`src/rtl/ball_motion_ctrl.sv`:
```
// ball_motion_ctrl: ramps ball velocity from keys or autopilot and emits the {vy, vx} motion code. Optional BALL_CTRL_BOOST_EN doubles the manual speed limit.
module ball_motion_ctrl #(
  parameter int MAX_SPEED   = 8,
  parameter int ACCEL       = 1,
  parameter int DECEL       = 1,
  parameter int IDLE_FRAMES = 120
) (
  input  logic        Clk,
  input  logic        Reset_n,
  input  logic        frame_tick,
  input  logic        key_up,
  input  logic        key_down,
  input  logic        key_left,
  input  logic        key_right,
  input  logic        key_boost,
  input  logic        auto_req,
  input  logic [7:0]  auto_vx,
  input  logic [7:0]  auto_vy,
  output logic        auto_gnt,
  output logic [15:0] motion_code,
  output logic [1:0]  mode
);
  typedef enum logic [1:0] {MANUAL = 2'd0, AUTO = 2'd1, YIELD = 2'd2} state_t;
  localparam logic signed [9:0] LIM  = 10'(MAX_SPEED);
  localparam logic signed [9:0] BLIM = 10'((2 * MAX_SPEED > 127) ? 127 : 2 * MAX_SPEED);
  localparam logic signed [9:0] AC   = 10'(ACCEL);
  localparam logic signed [9:0] DC   = 10'(DECEL);
  localparam logic [7:0]        IDLE = 8'(IDLE_FRAMES);
  state_t state, state_nx;
  logic signed [7:0] vx, vy, vx_nx, vy_nx;
  logic [7:0] idle_cnt, idle_nx;
  logic signed [9:0] lim_m, lim_s, tx, ty, sx, sy;
  logic any_key;
  // Zero target decays by DECEL without crossing 0; a velocity left above the limit
  // (after boost release) falls back by DECEL; otherwise approach the target by ACCEL.
  function automatic logic signed [9:0] step(input logic signed [9:0] v, t, lim);
    logic signed [9:0] s;
    s = (v > lim || v < -lim) ? DC : AC;
    if (t == 10'sd0) return (v > DC) ? v - DC : (v < -DC) ? v + DC : 10'sd0;
    return (v < t) ? ((v + s > t) ? t : v + s) : (v > t) ? ((v - s < t) ? t : v - s) : v;
  endfunction
  function automatic logic signed [9:0] clamp(input logic signed [9:0] a);
    return (a > LIM) ? LIM : (a < -LIM) ? -LIM : a;
  endfunction
`ifdef BALL_CTRL_BOOST_EN
  assign lim_m = key_boost ? BLIM : LIM;
`else
  logic unused_boost;
  assign lim_m = LIM;
  assign unused_boost = key_boost;
`endif
  // Velocity targets, per-tick step, and mode/idle next-state.
  always_comb begin
    any_key  = key_up | key_down | key_left | key_right;
    lim_s    = (state == MANUAL) ? lim_m : LIM;
    tx       = (state == AUTO) ? clamp({{2{auto_vx[7]}}, auto_vx}) : (state == YIELD) ? 10'sd0 :
               (key_right & ~key_left) ? lim_m : (key_left & ~key_right) ? -lim_m : 10'sd0;
    ty       = (state == AUTO) ? clamp({{2{auto_vy[7]}}, auto_vy}) : (state == YIELD) ? 10'sd0 :
               (key_down & ~key_up) ? lim_m : (key_up & ~key_down) ? -lim_m : 10'sd0;
    sx       = step({{2{vx[7]}}, vx}, tx, lim_s);
    sy       = step({{2{vy[7]}}, vy}, ty, lim_s);
    vx_nx    = frame_tick ? 8'(sx) : vx;
    vy_nx    = frame_tick ? 8'(sy) : vy;
    state_nx = state;
    idle_nx  = idle_cnt;
    case (state)
      MANUAL: if (frame_tick) begin
        idle_nx = any_key ? 8'd0 : (idle_cnt < IDLE) ? idle_cnt + 8'd1 : idle_cnt;
        if (!any_key && idle_cnt == IDLE && auto_req) state_nx = AUTO;
      end
      AUTO: begin
        state_nx = any_key ? MANUAL : !auto_req ? YIELD : AUTO;
        idle_nx  = any_key ? 8'd0 : idle_cnt;
      end
      YIELD: if (any_key || (frame_tick && vx == 8'sd0 && vy == 8'sd0)) begin
        state_nx = MANUAL;
        idle_nx  = 8'd0;
      end
      default: state_nx = MANUAL;
    endcase
  end
  // Registered state, velocities and grant.
  always_ff @(posedge Clk or negedge Reset_n)
    if (!Reset_n) begin
      state    <= MANUAL;
      vx       <= '0;
      vy       <= '0;
      idle_cnt <= '0;
      auto_gnt <= 1'b0;
    end else begin
      state    <= state_nx;
      vx       <= vx_nx;
      vy       <= vy_nx;
      idle_cnt <= idle_nx;
      auto_gnt <= (state_nx == AUTO);
    end
  assign motion_code = {vy, vx};
  assign mode        = state;
endmodule
```
`config.mk`:
```
export PLATFORM = sky130hd
export DESIGN_NAME = ball_motion_ctrl
export DESIGN_NICKNAME = d
export VERILOG_FILES = /design/src/rtl/ball_motion_ctrl.sv
export SDC_FILE = /design/constraint.sdc
export NUM_CORES = 1
export LEC_CHECK = 0
export CAP_MARGIN = 20
export CORE_MARGIN = 2
export CORE_UTILIZATION = 63
export CTS_BUF_LIST = sky130_fd_sc_hd__clkbuf_16
export CTS_CLUSTER_SIZE = 12
export DETAILED_ROUTE_END_ITERATION = 8
export GPL_TIMING_DRIVEN = 1
export PLACE_DENSITY = 0.92
export SYNTH_ARGS = -nofsm -noshare
export SYNTH_HDL_FRONTEND = slang
export SYNTH_SLANG_ARGS = --single-unit
```
`constraint.sdc`:
```
create_clock -name Clk -period 6.76 [get_ports Clk]
set_input_delay 2.028 -clock Clk [delete_from_list [all_inputs] [get_ports Clk]]
set_output_delay 2.028 -clock Clk [all_outputs]
set_load 0.005 [all_outputs]
```
==> Word-level counts from Yosys, hierarchy flattened <==
Cells that the tools add are included.
{ "totals": {"ram_bits": 0, "latchBits": 0, "rom_bits": 0, "in_bits": 25, "n_memories": 0, "register_bits": 27} }
{ "op_classes": {"div": 0, "n_mul": 0, "n_addsub": 5, "order_cmp": 17, "eq_ne": 8, "bitwise_logic": 11, "muxes": 42, "n_shift": 0, "n_reduce_logical": 17} }
{ "op_table": {"columns": ["operator", "n"], "rows": [
  ["2-to-1 mux 8 bit", 21],
  ["2-to-1 mux 10 bit", 12],
  ["one-hot mux 8 bit (3 select lines)", 1],
  ["greater-than comparator 8 x 10 -> 1 bit", 2],
  ["greater-than comparator 9 x 10 -> 1 bit", 2],
  ["zero test 10 bit", 2],
  ["< comparator 8 x 10 -> 1 bit", 2],
  ["< comparator 9 x 10 -> 1 bit", 2],
  ["adder 8 x 2 -> 9 bit (second input constant)", 2],
  ["subtractor 8 x 2 -> 9 bit (second input constant)", 2],
  ["greater-than comparator 8 x 2 -> 1 bit (second input constant)", 2],
  ["greater-than comparator 8 x 5 -> 1 bit (second input constant)", 2],
  ["zero test 8 bit", 2],
  ["< comparator 8 x 1 -> 1 bit (second input constant)", 2],
  ["< comparator 8 x 4 -> 1 bit (second input constant)", 2],
  ["2-to-1 mux 2 bit", 5],
  ["nonzero test 3 bit", 3],
  ["adder 8 x 1 -> 8 bit (second input constant)", 1],
  ["== test 8 x 7 -> 1 bit (second input constant)", 1],
  ["< comparator 8 x 7 -> 1 bit (second input constant)", 1],
  ["one-hot mux 2 bit (3 select lines)", 1],
  ["AND reduction 5 bit", 1],
  ["bitwise AND 1 bit", 4],
  ["== test 2 x 1 -> 1 bit (second input constant)", 2],
  ["other kinds (12)", 23]
]} }

==> Longest topological paths before layout <==
Gate-level depths: netlist (run 1).
{ "logic_depth": {"word_depth": 11, "ltp_mapped": 15, "ltp_nobuf": 15} }

==> Worst setup path after synthesis (run 1) <==
OpenSTA, ideal clock, no wires.
{ "synth_timing": {"kind": "input -> register", "startpoint": "input auto_vx[4]", "endpoint": "register vx[2]", "required_time_ns": 6.635, "setup_slack_ns": 1.710, "n_path_buf": 0, "path_stages": 14, "arrival_ns": 4.925, "setup_ns": 0.125, "cell_sequence": "and3_1 nand3_1 ha_1 nor3b_1 o21ai_0 o21ai_0 ha_1 a211oi_1 o21ai_0 o21ai_0 nor2b_1 o21ai_0 a32o_1 mux2_2"} }
{ "synth_via": {"elab_chain_cells": 9, "elab_cells_between_ends": 18} }
{ "synth_lines": {"columns": ["item", "line_no", "rtl"], "rows": [
  ["from (decl)", "17", "input logic [7:0] auto_vx,"],
  ["< comparator 8 x 4 -> 1 bit", "43", "return (a > LIM) ? LIM : (a < -LIM) ? -LIM : a;"],
  ["2-to-1 mux 10 bit", "43", null],
  ["2-to-1 mux 10 bit *", "43", null],
  ["2-to-1 mux 10 bit *", "56", "tx = (state == AUTO) ? clamp({{2{auto_vx[7]}}, auto_vx}) : (state == YIELD) ? 10'sd0 :"],
  ["< comparator 9 x 10 -> 1 bit", "40", "return (v < t) ? ((v + s > t) ? t : v + s) : (v > t) ? ((v - s < t) ? t : v - s) : v;"],
  ["2-to-1 mux 8 bit (4 in series)", "40", null],
  ["to (signal assigned)", "92", "vx <= vx_nx;"],
  ["to (decl)", "30", "logic signed [7:0] vx, vy, vx_nx, vy_nx;"]
]} }
Every way passes the cells marked *; elsewhere a longest branch is shown, timed or not. The select of a mux whose other input is x is not followed.
A chain may end at the register's enable or synchronous reset.

==> Worst setup path in the final report (run 1) <==
{ "layout_timing": {"startpoint": "input auto_vy[2]", "endpoint": "register vy[2]"} }
{ "layout_via": {"elab_chain_cells": 9, "elab_cells_between_ends": 18} }
{ "layout_lines": {"columns": ["item", "line_no", "rtl"], "rows": [
  ["from (decl)", "18", "input logic [7:0] auto_vy,"],
  ["< comparator 8 x 4 -> 1 bit", "43", null],
  ["2-to-1 mux 10 bit", "43", null],
  ["2-to-1 mux 10 bit *", "43", null],
  ["2-to-1 mux 10 bit *", "58", "ty = (state == AUTO) ? clamp({{2{auto_vy[7]}}, auto_vy}) : (state == YIELD) ? 10'sd0 :"],
  ["< comparator 9 x 10 -> 1 bit", "40", null],
  ["2-to-1 mux 8 bit (4 in series)", "40", null],
  ["to (signal assigned)", "93", "vy <= vy_nx;"],
  ["to (decl)", "30", null]
]} }
Marked as above.

==> results.ini, run 1 <==
[layout]
syn_to_final_growth_pct = 13.86
drive_gt1_frac = 0.04100
finalNetCount = 654
fin_util = 0.7296
final_cells = 638
post-route-cell-area_um2 = 4553
antenna-diode-count = 0

[cts]
ctsHoldBuffers = 0
root_buffer = clkbuf_16
clk_latency_ns = 0.26
clk_path_buf_depth = 2
ctsResizeCount = 0
post-cts-setup-buffers = 0
cts_sinks = 27
path_clk_slew_ns = 0.07
h-tree-depth = 1
cts_made_buffers = 3
cts_tree = built

[timing]
finalSetupTns_ns = 0
worstMarginPinSlew_ns = 1.058
layout_min_cycle_time_ns = 5.900
finalCritPeriodShare = 0.8727
fin_ws_ns = 0.8604
setup_violations = 0
finalMaxSlewViolations = 0
maxSlewHeadroom = 0.2832
rsz0062_at_grt = false
hold_viol = 0
skew_ns = 0.003909
fmax_mhz = 169.5
holdWs_ns = 0.4936

[detailed_routing]
firstDrtPassIters = 5
routed_wl_mm = 11.64
drt_drc_violations_left = 0
drtAntennaViolNets = 0
drt_iter0_drc = 415
vias_per_cell = 6.624
wire_per_inst_um = 18.24
dr_total_vias = 4226

[global_route]
grt_pass1_wl_mm = 19.32
grtUsageTotal = 0.3305
grt_overflow = 0
antenna_found_initial = 0
first_global_vias = 4113
grt_max_degree = 28

[pwr]
cellLeakagePower_nw = 1.955
power_density_nw_per_um2 = 442.5
p_total_mw = 2.015
worst_ir_drop_vdd_uv = 286.2

[logic_synthesis]
syn_area_um2 = 3999
syn-num-nets = 619
seq_area_frac_synth = 0.1690
ys_types = 62
yosys_warnings = 0
syn_area_per_cell_um2 = 7.588
synthArstFlopShare = 1.000
synth_seq_cells = 27
synth-main-ff-cell = dfrtp_1
synthCells = 527
synth_edf_count = 0

[setup_path]
worstSetupEndpointType = register
setup.worst_path.start_class = primary input
worstPathRequired_ns = 6.88
arrival_ns = 6.02
critical_path_class = in -> reg
path_max_fanout = 13
rrSetupSlack_ns = 2.40

[floorplanning]
start_util = 0.6407
rows = 29
die_y_um = 83.67
core_area_um2 = 6241
dieArea_um2 = 7001
ioPinCount = 44
die_width_um = 83.67

[place]
hpwl_mm = 9.119
place_congestion = 1.036
placement.io_buffers = 42
place_inst = 634
place_area_um2 = 4473
dp_slack_ns = 0.6991

[outcome]
status = finished, final reports clean

[run]
maxCapViolCount = 0

[worst_hold_path]
min_path_type = reg -> reg

==> critical path, stage by stage <==
cell             delay (ns)
clkdlybuf4s50_1        0.46
nor3_1                 0.36
o221ai_1               0.30
nor2_1                 0.38
nand2_1                0.23
ha_1                   0.34
nor2b_1                0.13
o31ai_1                0.18
a21oi_1                0.12
o211ai_1               0.79
nand2_1                0.29
a21oi_1                0.23
o221ai_1               0.15
==> where the power goes <==
group / switching, mW / internal, mW / leakage [nW]
clock: 0.0528 / 0.0797 / 0.0409
combinational: 0.867 / 0.661 / 1.56
sequential: 0.149 / 0.206 / 0.355
==> kinds of logic after synthesis <==
family / synth area share
and+or+nand+nor: 0.2575
AOI/OAI and AO/OA: 0.2459
adders and majority gates: 0.2096
buffers and inverters: 0.05945
DFF: 0.1690
xor gates and xnor gates: 0.04819
muxes: 0.01033
==> sequential cells by signal, indices dropped and copies added, names as in the netlist <==
signal / count
auto_gnt: 1
idle_cnt: 8
mode: 2
vx: 8
vy: 8
==> cells in the mapped netlist, drive strengths merged (3+ instances only) <==
cell	instances	area (µm²)
dfrtp	27	675.7
nor2	35	131.4
nand4b	3	26.28
and3	9	56.30
o21a	5	37.54
inv	42	157.7
o2111ai	4	35.03
buf	3	27.52
nand2	57	214.0
o22ai	4	25.02
ha	67	838.3
nor2b	14	87.58
and2	8	50.05
nand2b	7	43.79
a31oi	6	37.54
a21oi	27	135.1
clkbuf	14	52.55
xor2	8	70.07
nand3	19	95.09
o21ai	40	200.2
xnor2	14	122.6
o211ai	12	90.09
nor3	18	90.09
o221ai	9	78.83
nand4	9	56.30
nor3b	7	52.55
o31ai	9	87.59
or2	6	37.53
a211oi	4	30.03
mux2i	3	30.03
==> final timing paths <==
path                              from          end  cells past startpoint
min                        idle_cnt[6]  idle_cnt[6]                      1
max in group asynchronous      Reset_n        vx[5]                      2
max reg2reg                    mode[1]        vy[2]                     13
min reg2reg                idle_cnt[6]  idle_cnt[6]                      1
min in group asynchronous      Reset_n  idle_cnt[6]                      2
max                         auto_vy[2]        vy[2]                     13
==> layer usage <==
layer | track usage | wire (µm) | vias to the layer above
li1 | - | - | 2000
met1 | 0.4632 | 5051 | 1968
met2 | 0.5498 | 5374 | 241
met3 | 0.04451 | 1095 | 17
met4 | 0.06158 | 116 | 0
met5 | 0 | 0 | -
==> area by class of cell <==
class,instances,area (µm²)
tap,77,96.34
fill,485,1688
multi-input combinational,441,3085
inverter,42,157.7
clock inverter,1,5.005
timing repair buffer,47,457.9
sequential,27,675.6
clock buffer,3,75.07
==> cells in the final DEF (no fill, tap or decap), drive strengths merged, types with 14 or more instances in the layout <==
cell type      Yosys  final
dfrtp             27     27
nor2              35     35
nor2b             14     14
inv               42     42
nand3             19     19
o21ai             40     40
nand2             57     57
ha                67     67
a21oi             27     27
xnor2             14     14
clkdlybuf4s50      0     42
nor3              18     18
Note: power is estimated with default switching activity, not from simulation.
==> run 2, diff against run 1 <==
ABC_CLOCK_PERIOD_IN_PS = 6760   (was unset)
==> results of run 2 <==
Same layout as run 1: the final DEF is identical, and so are final timing and power.
==> patch 1, RTL diff (config.mk and constraints of run 2) <==
Reset style: synchronous (`Reset_n`), changed in one clocked block.
--- a/src/rtl/ball_motion_ctrl.sv
+++ b/src/rtl/ball_motion_ctrl.sv
@@ -80,7 +80,7 @@
     endcase
   end
   // Registered state, velocities and grant.
-  always_ff @(posedge Clk or negedge Reset_n)
+  always_ff @(posedge Clk)
     if (!Reset_n) begin
       state    <= MANUAL;
       vx       <= '0;
Function: differs if Reset_n is asserted again (counterexample within 4 cycles, from zero or initial values and one cycle with Reset_n low); with Reset_n held inactive, the same outputs for 4 cycles.
==> patch 1 against run 2 <==
Via count up 1.6%. Wire length about the same. Final area down 0.99%. Fmax up 0.29%. Sequential cell count unchanged. Core utilization up 2.3 points. Worst setup slack better by 0.017 ns. Die area down 0.66%. Global-route usage down 0.25 points. Clock skew up 0.00066 ns. Synthesized cell count unchanged. Area after synthesis down 0.69%. Power down 0.51%.
==> patch 1: results (changes against run 2) <==
Drt
  • First DRT Iteration DRCs: 376 (-9.4%)
  • WL/cell: 18.40 µm (+0.86%)
  • DRT Pass-1 Iters: 5 (unchanged)
  • Total number of vias: 4,293 (+1.6%)

Power and ir drop
  • Leakage: 1.907 nW (-2.5%)
  • Peak VDD IR: 0.0003407 V (+19%)

Cells and area
  • Top flop regs: idle_cnt: 8 flops, vx: 8 flops, vy: 8 flops
  • Share of cells above drive strength 1: 3.405% (-0.69 points)
  • Antenna Cells: 0 (unchanged)
  • Fin nets: 651 (-0.46%)

Timing
  • Count of final max-slew check failures: 0 (unchanged)
  • Slew headroom: 36.98% (+8.7 points)
  • Clock Skews: 0.004567 ns (+0.0006581 ns)
  • Final hold violations: 0 (unchanged)

Yosys
  • Yosys top cell area share: 21.11% (+0.15 points)
  • Share of flip-flops with an asynchronous set or reset: 0% (-100 points)
  • Post-synthesis net count: 619 (unchanged)
  • Synth warn: 0 (unchanged)
  • Post-synth top cells: ha_1, nand2_1, nor2_1
  • Synth unique cells: 65 (+4.8%)
  • Top cells by area, synth: ha_1, dfxtp_1, nand2_1
  • Post-synth top flop: dfxtp_1
  • Register area share after synthesis: 13.61% (-3.3 points)

Clock tree
  • Clock Path Buffers: 2 (unchanged)
  • PostCTS Resize Cnt: 0 (unchanged)
  • Total CTS buffers: 3 (unchanged)
  • CTS root buffer: clkbuf_16
  • H-tree depth: 1 (unchanged)
  • Clk slew on worst S/H paths: 0.08 ns
  • Clock latency at the later pin of the worst-skew pair: 0.27 ns
  • Total setup buffers inserted after CTS: 0 (unchanged)

Placement
  • IO buf count: 42 (unchanged)
  • GP Congestion: 1.044 (+0.84%)
  • HPWL Detailed: 9163 µm (+0.48%)

Global routing
  • Vias in the first global route: 4,241 (+3.1%)
  • Largest net degree at the start of global routing: 27 (-3.6%)
  • GR Util All Layers: 32.80% (-0.25 points)
  • First-pass GRT wire length: 19,180 µm (-0.71%)
  • Initial antenna violation count: 0 (unchanged)

Critical path
  • WP data arrival: 6.10 ns (+0.08 ns)
  • Critical Path Fanout Max: 10 (-3)

Min path
  • Hold Path Class: reg2reg

Status
  • Status: completed
==> patch 1: cell types whose count changed in the layout (fill, tap and decap cells not counted), sizes merged, moves of 6 or more <==
cell,delta
dfrtp,-27
dfxtp,+27
xor2,+9
a21oi,-8
a31oi,+7
inv,-7
o211ai,-6
o31ai,-6
==> patch 1: final timing paths <==
path	startpoint	end	slack, ns	cells past startpoint
min reg2reg	idle_cnt[6]$_SDFFE_PN0P_	idle_cnt[6]$_SDFFE_PN0P_	0.53	2
min	idle_cnt[6]$_SDFFE_PN0P_	idle_cnt[6]$_SDFFE_PN0P_	0.53	2
max	auto_vy[7]	vy[3]$_SDFFE_PN0P_	0.88	15
max reg2reg	mode[1]$_SDFF_PN0_	vx[2]$_SDFFE_PN0P_	2.65	13
==> patch 1: metal layers <==
metal  up-vias  global-route usage, %  part of all wire (%)
met5         -                      0                     0
met4         0                  17.59                   3.8
met3        42                  4.175                   7.3
met2       238                  57.11                    49
met1      1991                  38.94                    39
li1       2022                      -                     -
==> patch 1: final cells by class <==
type,count,area [µm²]
Tap cell,75,93.84
Fill cell,496,1483
Sequential cell,27,540.5
Inverter,35,131.4
Clock inverter,1,7.507
Multi-Input combinational cell,446,3209
Timing Repair Buffer,46,450.4
Clock buffer,3,75.07
==> patch 1: worst max-delay path, stage by stage <==
cell             delay [ns]
clkdlybuf4s50_1        0.57
and3_1                 0.19
nand3_1                0.08
ha_1                   0.36
nor2_1                 0.05
o21ai_0                0.36
inv_1                  0.17
ha_1                   0.32
o21ai_0                0.08
o21ai_0                0.31
o211ai_1               0.15
a21oi_1                0.67
a211oi_1               0.11
nor4bb_1               0.40
o221a_2                0.25
==> patch 1: logic make-up (layout without fill, tap and decap cells) <==
kind of cell               Yosys count  in the layout  synth area share (%)
buffers and inverters               54             85                 5.576
DFF                                 27             27                 13.61
and+or+nand+nor                    199            199                 26.59
muxes                                3              3                0.7876
xor gates and xnor gates            30             30                 6.616
AOI/OAI and AO/OA                  147            147                 25.71
adders and majority gates           67             67                 21.11
==> patch 1: metrics by stage <==
| stage | instance area (µm²) | worst slack, ns | instances | power, mW | util [%] |
|---|---|---|---|---|---|
| after CTS | 4508 | 0.8902 | 633 | 1.966 | 75.25 |
| final | 4508 | 0.8776 | 633 | 2.005 | 75.25 |
| after detailed placement | 4425 | 0.6252 | 629 | 1.815 | 73.87 |
| after global routing | 4508 | 0.5834 | 633 | 2.169 | 75.25 |
| after global placement | 4425 | 0.6568 | 629 | 1.755 | 73.87 |
| after floorplan | 3971 | 1.900 | 527 | 1.379 | - |
==> patch 1: power breakdown <==
group	internal (mW)	leakage (nW)	switching, mW
Combinational	0.670	1.65	0.887
Sequential	0.193	0.221	0.109
Clock	0.0807	0.0371	0.0638
==> patch 2, RTL diff (config.mk and constraints of run 2) <==
Without the edit above. Add a define of `BALL_CTRL_BOOST_EN`.
--- a/src/rtl/ball_motion_ctrl.sv
+++ b/src/rtl/ball_motion_ctrl.sv
@@ -1,4 +1,6 @@
 // ball_motion_ctrl: ramps ball velocity from keys or autopilot and emits the {vy, vx} motion code. Optional BALL_CTRL_BOOST_EN doubles the manual speed limit.
+`define BALL_CTRL_BOOST_EN
+
 module ball_motion_ctrl #(
   parameter int MAX_SPEED   = 8,
   parameter int ACCEL       = 1,
Formal check against the unedited RTL: not equivalent (Yosys sat finds a counterexample within 10 cycles, from zero or initial values and one cycle with Reset_n low).
==> patch 2 against run 2 <==
Core utilization rose by 1.4 points. Clock power rose by 11%. Synthesized cell count rose by 2.7%. Sequential cell count did not move. Area after synthesis rose by 6.7%. Wire length rose by 12%. Worst setup slack improved by 0.042 ns. Final area rose by 5.4%. Power rose by 8.5%. Highest routed layer unchanged.
==> patch 2: results (changes against run 2) <==
Status
  • Status: completed

Yosys
  • Register area share after synthesis: 15.84% (-1.1 points)
  • Synth unique cells: 76 (+23%)
  • Post-synthesis net count: 626 (+1.1%)
  • Avg Cell Area, Syn: 7.886 µm² (+3.9%)
  • Post-synth top cells: ha_1, nor2_1, nand2_1

Global routing
  • GR Util All Layers: 34.90% (+1.9 points)
  • Vias in the first global route: 4,205 (+2.2%)
  • First-pass GRT wire length: 20,760 µm (+7.5%)

Drt
  • Met2 Wirelength: 5447 µm (+1.4%)
  • DRT Pass-1 Iters: 7 (+2)
  • DRT met1 WL: 5685 µm (+13%)
  • Vias per cell: 7.037 (+6.2%)
  • Met3 WL: 1588 µm (+45%)

Clock tree
  • Clock latency at the later pin of the worst-skew pair: 0.27 ns
  • H-tree depth: 1 (unchanged)
  • CTS root buffer: clkbuf_16

Timing
  • Clock Skews: 0.004571 ns (+0.0006622 ns)
  • Worst-margin pin slew: 0.7444 ns (-0.3140 ns)

Critical path
  • Critical Path Fanout Max: 6 (-7)
  • Slowest stage delay, CP: 0.69 ns (-0.10 ns)
  • Register-to-Register Path Depth: 12 (-1)
  • R2r endpoint: vy[4]$_DFFE_PN0P_
  • Reg-to-reg setup timing slack: 2.65 ns (+0.25 ns)
  • Slowest CP cell: o41ai_2
  • Crit Reg-Reg Startpoint: mode[1]$_DFF_PN0_

Cells and area
  • Share of cells above drive strength 1: 7.193% (+3.1 points)
  • Fin nets: 656 (+0.31%)
  • Fill count: 493 (+1.6%)

Min path
  • Worst hold start: idle_cnt[7]$_DFFE_PN0P_
  • Hold Path Sink: idle_cnt[7]$_DFFE_PN0P_

Power and ir drop
  • Leakage: 1.957 nW (+0.12%)
  • Peak VDD IR: 0.0002600 V (-9.2%)

Placement
  • Placed cell area: 4718 µm² (+5.5%)
  • DP Cell Count: 643 (+1.4%)
  • HPWL Detailed: 9950 µm (+9.1%)
  • IO buf count: 43 (+2.4%)
==> patch 2: layout make-up <==
| class | count | area [µm²] | area share (%) |
|---|---|---|---|
| Clock inverter | 1 | 7.507 | 0.1564 |
| Inverter | 34 | 127.6 | 2.658 |
| Timing Repair Buffer | 48 | 467.9 | 9.747 |
| Clock buffer | 3 | 75.07 | 1.564 |
| Tap cell | 77 | 96.34 | 2.007 |
| Sequential cell | 27 | 675.6 | 14.07 |
| Multi-Input combinational cell | 457 | 3351 | 69.79 |
==> patch 2: through the flow <==
stage | setup slack (ns) | hold slack, ns
global placement | 0.9152 | 0.5045
detailed placement | 0.7364 | 0.5211
finish | 0.9024 | 0.5454
CTS | 1.012 | 0.5306
floorplan | 1.732 | 0.4805
global route | 0.7481 | 0.5709
==> patch 2: power breakdown <==
group          total (mW)  switching, mW  leakage [nW]  internal (mW)
clock network       0.147         0.0665        0.0371         0.0809
logic                1.65          0.952          1.58          0.698
registers           0.388          0.177         0.339          0.211
total                2.19           1.20          1.96          0.990
==> patch 2: routing by layer <==
metal / up-vias / global-route usage (%)
li1: 2086 / -
met1: 2119 / 52.32
met2: 311 / 52.92
met3: 37 / 4.095
met4: 0 / 9.943
met5: - / 0
==> patch 2: cell families (layout without fill, tap and decap cells) <==
family          after synthesis  in the layout  synth area share (%)
compound gates              158            158                 28.42
xor+xnor                     29             29                 5.953
fa+ha+maj                    62             62                 18.12
buf+inv                      57             86                 5.630
flops                        27             27                 15.84
mux                           5              5                 1.261
simple gates                203            203                 24.78
